<file path="src/rtl/fifo_pkg.sv">
// ----------------------------------------------------------------------------
// fifo_pkg
// Shared definitions for the async FIFO and its write-side arbiter.
//   DATA_WIDTH  : FIFO word width.
//   arb_state_e : write-arbiter FSM states (IDLE waits for a request,
//                 SERVE pushes words for the granted requester).
// ----------------------------------------------------------------------------
package fifo_pkg;

    localparam int DATA_WIDTH = 8;

    typedef enum logic {
        IDLE  = 1'b0,
        SERVE = 1'b1
    } arb_state_e;

endpackage : fifo_pkg

</file>
<file path="src/rtl/fifo_wr_arbiter_rr_pick.sv">
// ----------------------------------------------------------------------------
// rr_pick
// Purely combinational round-robin priority search.
// Ports:
//   req_i        : request vector, one bit per requester.
//   last_grant_i : index granted last time; the search starts just above it
//                  and wraps modulo NUM_REQ.
//   idx_o        : first requesting index found by the search.
//   any_o        : high when at least one request bit is set.
// ----------------------------------------------------------------------------
module rr_pick #(
    parameter  int NUM_REQ = 4,
    localparam int IDX_W   = $clog2(NUM_REQ)
) (
    input  logic [NUM_REQ-1:0] req_i,
    input  logic [IDX_W-1:0]   last_grant_i,
    output logic [IDX_W-1:0]   idx_o,
    output logic               any_o
);

    // Walk the offsets from farthest to nearest so the nearest requester
    // (lowest offset above last_grant_i) is the one left in idx_o.
    always_comb begin
        int                 cand;
        logic [IDX_W-1:0]   cand_idx;
        idx_o    = '0;
        any_o    = 1'b0;
        cand     = 0;
        cand_idx = '0;
        for (int off = NUM_REQ; off >= 1; off--) begin
            cand     = (int'(last_grant_i) + off) % NUM_REQ;
            cand_idx = IDX_W'(cand);
            if (req_i[cand_idx]) begin
                idx_o = cand_idx;
                any_o = 1'b1;
            end
        end
    end

endmodule : rr_pick

</file>
<file path="src/rtl/fifo_wr_arbiter.sv">
// ----------------------------------------------------------------------------
// fifo_wr_arbiter
// Round-robin sharing of the FIFO write port between NUM_REQ producers.
// One requester is granted at a time for at most MAX_BURST words; its data
// is muxed onto the FIFO push interface and FIFO full stalls only it.
// Ports:
//   wr_clk, wr_rst : write clock, synchronous active-high reset.
//   req_valid      : per-requester word valid.
//   req_data       : packed words, requester i at [i*DATA_WIDTH +: DATA_WIDTH].
//   req_ready      : per-requester accept (transfer on valid && ready).
//   fifo_full      : FIFO full flag (acts combinationally).
//   fifo_push      : FIFO write enable.
//   fifo_wdata     : FIFO write data (zero outside SERVE).
//   grant_id       : current or last granted requester.
//   busy           : high while serving a grant.
// ----------------------------------------------------------------------------
module fifo_wr_arbiter #(
    parameter  int NUM_REQ    = 4,
    parameter  int DATA_WIDTH = fifo_pkg::DATA_WIDTH,
    parameter  int MAX_BURST  = 8,
    localparam int IDX_W      = $clog2(NUM_REQ)
) (
    input  logic                          wr_clk,
    input  logic                          wr_rst,
    input  logic [NUM_REQ-1:0]            req_valid,
    input  logic [NUM_REQ*DATA_WIDTH-1:0] req_data,
    output logic [NUM_REQ-1:0]            req_ready,
    input  logic                          fifo_full,
    output logic                          fifo_push,
    output logic [DATA_WIDTH-1:0]         fifo_wdata,
    output logic [IDX_W-1:0]              grant_id,
    output logic                          busy
);

    import fifo_pkg::*;

    localparam int CNT_W = $clog2(MAX_BURST + 1);
    localparam logic [CNT_W-1:0] LAST_BEAT = CNT_W'(MAX_BURST - 1);

    arb_state_e         state_q, state_d;
    logic [IDX_W-1:0]   grant_q, grant_d;
    logic [IDX_W-1:0]   last_q,  last_d;
    logic [CNT_W-1:0]   burst_q, burst_d;

    logic [IDX_W-1:0]      pick_idx;
    logic                  pick_any;
    logic                  serving;
    logic                  push;
    logic [DATA_WIDTH-1:0] word_arr [NUM_REQ];

    // Unpack the requester words so the data mux is a plain array index.
    for (genvar gi = 0; gi < NUM_REQ; gi++) begin : g_unpack
        assign word_arr[gi] = req_data[gi*DATA_WIDTH +: DATA_WIDTH];
    end

    rr_pick #(
        .NUM_REQ (NUM_REQ)
    ) u_rr_pick (
        .req_i        (req_valid),
        .last_grant_i (last_q),
        .idx_o        (pick_idx),
        .any_o        (pick_any)
    );

    // Reset gates the outputs so an abandoned burst cannot push on the
    // reset cycle even though state_q still reads SERVE until the edge.
    assign serving    = (state_q == SERVE) && !wr_rst;
    assign push       = serving && req_valid[grant_q] && !fifo_full;
    assign fifo_push  = push;
    assign fifo_wdata = serving ? word_arr[grant_q] : '0;
    assign busy       = serving;
    assign grant_id   = grant_q;

    always_comb begin
        req_ready = '0;
        if (serving && !fifo_full) begin
            req_ready[grant_q] = 1'b1;
        end
    end

    always_comb begin
        state_d = state_q;
        grant_d = grant_q;
        last_d  = last_q;
        burst_d = burst_q;
        case (state_q)
            IDLE: begin
                if (pick_any) begin
                    state_d = SERVE;
                    grant_d = pick_idx;
                    last_d  = pick_idx;
                    burst_d = '0;
                end
            end
            SERVE: begin
                if (push) begin
                    burst_d = burst_q + 1'b1;
                    if (burst_q == LAST_BEAT) begin
                        state_d = IDLE;
                    end
                end else if (!req_valid[grant_q]) begin
                    // Requester yielded; a full stall keeps the grant.
                    state_d = IDLE;
                end
            end
            default: state_d = IDLE;
        endcase
    end

    always_ff @(posedge wr_clk) begin
        if (wr_rst) begin
            state_q <= IDLE;
            grant_q <= '0;
            last_q  <= IDX_W'(NUM_REQ - 1);
            burst_q <= '0;
        end else begin
            state_q <= state_d;
            grant_q <= grant_d;
            last_q  <= last_d;
            burst_q <= burst_d;
        end
    end

endmodule : fifo_wr_arbiter
</file>
<file path="config.mk">
export PLATFORM = sky130hd
export DESIGN_NAME = fifo_wr_arbiter
export DESIGN_NICKNAME = d
export VERILOG_FILES = /design/src/rtl/fifo_pkg.sv /design/src/rtl/fifo_wr_arbiter_rr_pick.sv /design/src/rtl/fifo_wr_arbiter.sv
export SDC_FILE = /design/constraint.sdc
export NUM_CORES = 1
export LEC_CHECK = 0
export BUFFER_PORTS_ARGS = -buffer_cell sky130_fd_sc_hd__buf_2
export CAP_MARGIN = 40
export CORE_MARGIN = 5
export CORE_UTILIZATION = 40
export CTS_CLUSTER_SIZE = 24
export DETAILED_ROUTE_END_ITERATION = 8
export HOLD_SLACK_MARGIN = 0.05
export PLACE_DENSITY = 0.88
export RECOVER_POWER = 50
export SLEW_MARGIN = 20
export SYNTH_ARGS = -nofsm -noshare
export SYNTH_HDL_FRONTEND = slang
export SYNTH_SLANG_ARGS = --single-unit
</file>
<file path="constraint.sdc">
create_clock -name wr_clk -period 2.01 [get_ports wr_clk]
set_clock_uncertainty 0.2 [all_clocks]
set_input_delay 0.3015 -clock wr_clk [delete_from_list [all_inputs] [get_ports wr_clk]]
set_output_delay 0.3015 -clock wr_clk [all_outputs]
set_load 0.01 [all_outputs]
</file>
**After elaboration in Yosys (flattened, before gate mapping)**

Index checks and enable logic that the tools add are counted.

- Memories kept: 0
- Memory bits (writable): 0
- ROM bits: 0
- Latch bits: 0
- Bits in registers: 9

- Order comparisons: 7
- Shift operators: 0
- Equal/unequal tests: 3
- Divide/modulo/power cells: 0
- Muxes and demuxes: 33
- Bitwise gates (word level): 2
- $add $sub $neg: 5
- Reduce and logical (&&, ||, !) cells: 9
- Multipliers: 0

Operator list:

| operator | count |
|---|---|
| $mux 8 | 3 |
| $bmux 8 s2 | 1 |
| $lt 2x3->1 const B | 5 |
| $mux 1 | 14 |
| $mux 4 | 3 |
| $bmux 1 s2 | 5 |
| $mux 2 | 4 |
| $pmux 4 s2 | 1 |
| $logic_and 1x1->1 | 5 |
| $add 2x1->2 const B | 2 |
| $add 2x2->2 const B | 2 |
| $add 4x1->4 const B | 1 |
| $eq 4x3->1 const B | 1 |
| $ne 2x2->1 const B | 2 |
| $reduce_and 2->1 | 2 |
| $ge 3x3->1 const B | 1 |
| $not 2->3 | 1 |
| $demux 1 s2 | 1 |
| $ge 2x1->1 const B | 1 |
| $logic_not 1->1 | 2 |
| $pmux 1 s2 | 1 |
| $not 1->1 | 1 |

**Depth between registers and ports, before layout**

- Word-level depth: 9
- Gate-level depth with buffers: 6
- Depth with buffers taken out: 5

**By module**

A second synthesis with hierarchy kept.

- Cells, all modules: 90
- Area total of the unflattened synthesis: 814.5 µm²

By module, submodules not included:

| module | area each (µm²) | sequential area each (µm²) | instances | cells an instance |
|---|---|---|---|---|
| fifo_wr_arbiter | 723.2 | 180.2 | 1 | 76 |
| rr_pick | 91.3 | 0.0 | 1 | 14 |

**Worst setup path before layout**

No wires, ideal clock.

- Path type: flip-flop to output port
- Start: register grant_q[0] (netlist: grant_id[0])
- End: output port fifo_wdata[0]
- Stages on the path, launching flop included: 5
- Setup slack: 89 ps
- Required time: 1508 ps
- Arrival: 1419 ps
- Path buffers: 2
- Path through: dfxtp_1 > buf_6 > buf_2 > mux4_2 > and2_1

- Cells in the longest elaborated chain, start to end: 5

RTL lines:

| element | line | source |
|---|---|---|
| from (decl) | fifo_wr_arbiter.sv:41 | `logic [IDX_W-1:0] grant_q, grant_d;` |
| from (signal assigned) | fifo_wr_arbiter.sv:118 | `grant_q <= grant_d;` |
| $not 2->3 (not written as such) | fifo_wr_arbiter.sv:70 | `assign fifo_wdata = serving ? word_arr[grant_q] : '0;` |
| $bmux 8 s2 | fifo_wr_arbiter.sv:70 |  |
| $mux 8 (not written as such) (2 in series) | fifo_wr_arbiter.sv:70 |  |
| $mux 8 | fifo_wr_arbiter.sv:70 |  |
| to (decl) | fifo_wr_arbiter.sv:30 | `output logic [DATA_WIDTH-1:0] fifo_wdata,` |

No other way between the ends. The select of a mux whose other input is x is not followed.

**Worst setup path after layout**

- Start: register grant_q[0] (netlist: grant_id[0])
- End: output port fifo_wdata[4]

The elaborated chain is that of the path after synthesis.

==> summary.md <==
| Metric | Value |
|---|---|
| Hold crit path type | in -> reg |
| Vias | 891 |
| Setup tns final | -0.1138 ns |
| Layout cells sized above 1 | 58.57% |
| Yosys top cell area share | 23.23% |
| DRC | 0 |
| CP max FO | 5 |
| Vias in the first global route | 775 |
| Die Y | 54.04 um |
| Failing checks | setup timing |
| Most frequent cells after synthesis | dfxtp_1, and2_1, mux4_2, nor2_1, a21oi_1 |
| DR iter-0 viols | 5 |
| Unrepaired setup endpoints after global routing | yes |
| Initial antenna violation count | 0 |
| Final HPWL DP | 1.929 mm |
| Total Nets Final | 181 |
| Crit path kind | reg -> out |
| PortBufs | 54 |
| First-pass GRT wire length | 3.298 mm |
| CTS sink cnt | 9 |
| Skew-Pair Late Insertion Delay | 0.26 ns |
| Seq/Total Area, Yosys | 23.23% |
| Minimum clock period | 2.036 ns |
| Relative max-transition margin | 77.62% |
| CTS H-tree lvls | 1 |
| Post-synthesis cell area | 775.7 sq um |
| Pwr Total | 589.8 uW |
| Drt wl/cell | 14.40 um |
| Hold bufs inserted after CTS | 0 |
| GPL Wtd Cong | 0.7450 |
| Slew @ Worst Pin | 0.3341 ns |
| Post-Syn Nets | 119 |
| Tcrit/Tclk final | 101.3% |
| Largest net degree at the start of global routing | 13 |
| Max-cap viol count | 0 |
| Final ANT Viol Nets | 0 |
| PD cells | 502.0 nW/um^2 |
| Clock transition at path regs | 0.06 ns |
| Max IR drop VDD | 0.0002841 V |
| First-pass detailed-route iteration total | 4 |
| CTS root buffer | clkbuf_4 |
| Crit path DAT | 1.53 ns |
| Post-synth EDFFs | 0 |
| Final cell count without fillers | 167 |
| Inserted Clock Buffers | 3 |
| F_max | 491.2 MHz |
| Maximum clock path buffer count | 2 |
| Status | finished with violations |
| Leading cell types by total area after synthesis | dfxtp_1, mux4_2, mux4_1 |
| Critical Path End Type | output port |
| Full die area | 2920 sq um |
| Yosys synthesis warning count | 0 |
| Post-Route WL | 2.405 mm |
| I/O Pins | 55 |
| Slew Viols, Final | 0 |
| Top_reg_cell synth | dfxtp_1 |
| Starting density of the core | 40.79% |
| CTS tree | built |
| Cell row count | 16 |
| Most numerous cell in the Yosys netlist | dfxtp_1 |
| Avg Inst Size Synth | 9.820 sq um |
| Antenna cells | 0 |
| Area Growth Syn to Fin | 51.45% |
| Seq cells post-synth | 9 |
| CP Launch Type | flip-flop |
| Fin Hold WS | 0.1819 ns |
| Vias per std cell | 5.335 |
| Grt total ovfl | 0 |
| Fin. Hold Viols | 0 |
| Ys async rst share | 0% |
| Placed Cells | 159 |
| Synth area leader | dfxtp_1 |
| GRT Total Usage | 15.63% |
| Leakage | 0.5917 nW |
| Final worst setup slack | -0.02604 ns |
| Die W | 54.04 um |
| Gate count of the mapped netlist | 79 |
| Core outline area | 1902 sq um |
| CP required | 1.51 ns |
| Synth cell types | 37 |
| Fillers | 151 |
| Finish-stage setup viols | 9 |
cell usage in the layout (no fill, tap or decap), types with 2 or more instances in the layout:
cell | netlist | layout
buf_4 | 0 | 5
clkbuf_4 | 0 | 3
nand2_1 | 3 | 3
nor2_1 | 6 | 6
and2_4 | 0 | 2
clkbuf_1 | 2 | 2
a21o_1 | 2 | 2
a21oi_1 | 5 | 5
mux4_2 | 6 | 9
nand3_1 | 2 | 2
buf_6 | 1 | 6
and2_1 | 8 | 6
dfxtp_1 | 9 | 8
inv_1 | 4 | 4
buf_2 | 2 | 50
power breakdown:
part           total, mW  internal (mW)  switching [mW]  leakage (nW)
sequential         0.208          0.192          0.0157        0.0742
combinational      0.242          0.143          0.0988         0.503
clock              0.140         0.0765          0.0637        0.0150
total              0.590          0.412           0.178         0.592
critical path, cell delays in order (launching register included):
cell	delay, ns
dfxtp_2	0.36
buf_6	0.13
mux4_2	0.49
and2_1	0.16
buf_2	0.13
registers in the layout (all words and copies together) (netlist names):
name and cells:
grant_id 2, state_q 1, burst_q 4, last_q 2
per-layer routing:
metal,up-vias,GRT usage (%),part of all wire [%],wire length (um)
li1,418,-,-,-
met1,418,14.81,34,819
met2,50,29.64,50,1197
met3,5,6.094,15,351
met4,0,6.224,1.5,37
met5,-,0,0,0
repair_timing:
action / in CTS / in global routing
buffers inserted: 2 / 2
resized for setup: 7 / 8
endpoints found under the setup margin: 11 / 10
pin swaps: 0 / 1
path summary, 6_finish.rpt:
kind                            startpoint                       end  slack, ns  cells after the start
setup / recovery  grant_id[0]$_SDFFE_PP0P_             fifo_wdata[4]      -0.03                      4
hold / removal                      wr_rst  grant_id[0]$_SDFFE_PP0P_       0.18                      2
setup reg to reg  grant_id[0]$_SDFFE_PP0P_   burst_q[2]$_SDFFE_PP0P_       0.10                      6
hold reg to reg    burst_q[3]$_SDFFE_PP0P_   burst_q[3]$_SDFFE_PP0P_       0.29                      1
cell type report:
type / count / area [sq um] / area share (%)
multi-input cells: 60 / 555.5 / 47.28
repair buffers: 62 / 359.1 / 30.56
flip-flops and latches: 9 / 181.4 / 15.44
well taps: 27 / 33.78 / 2.875
clock buffers: 4 / 26.28 / 2.236
inverters: 5 / 18.77 / 1.597
through the flow:
stage / utilization, % / area (sq um) / setup WS [ns]
finish: 61.78 / 1175 / -0.02604
CTS: 59.08 / 1124 / -0.04975
global placement: 56.84 / 1081 / 0.1826
global route: 61.78 / 1175 / -0.08425
floorplan: - / 775.7 / 0.08927
detailed placement: 56.84 / 1081 / 0.1670
logic make-up (layout without fill, tap and decap cells):
| logic type | Yosys count | after routing | share of synthesized area [%] |
|---|---|---|---|
| muxes | 11 | 11 | 30.32 |
| DFF | 9 | 9 | 23.23 |
| AOI/OAI and AO/OA | 16 | 16 | 13.71 |
| and+or+nand+nor | 31 | 31 | 23.87 |
| buffers and inverters | 10 | 71 | 6.128 |
| adders and majority gates | 1 | 1 | 1.613 |
| xor gates and xnor gates | 1 | 1 | 1.129 |
Power figures use the tool's default switching activity.
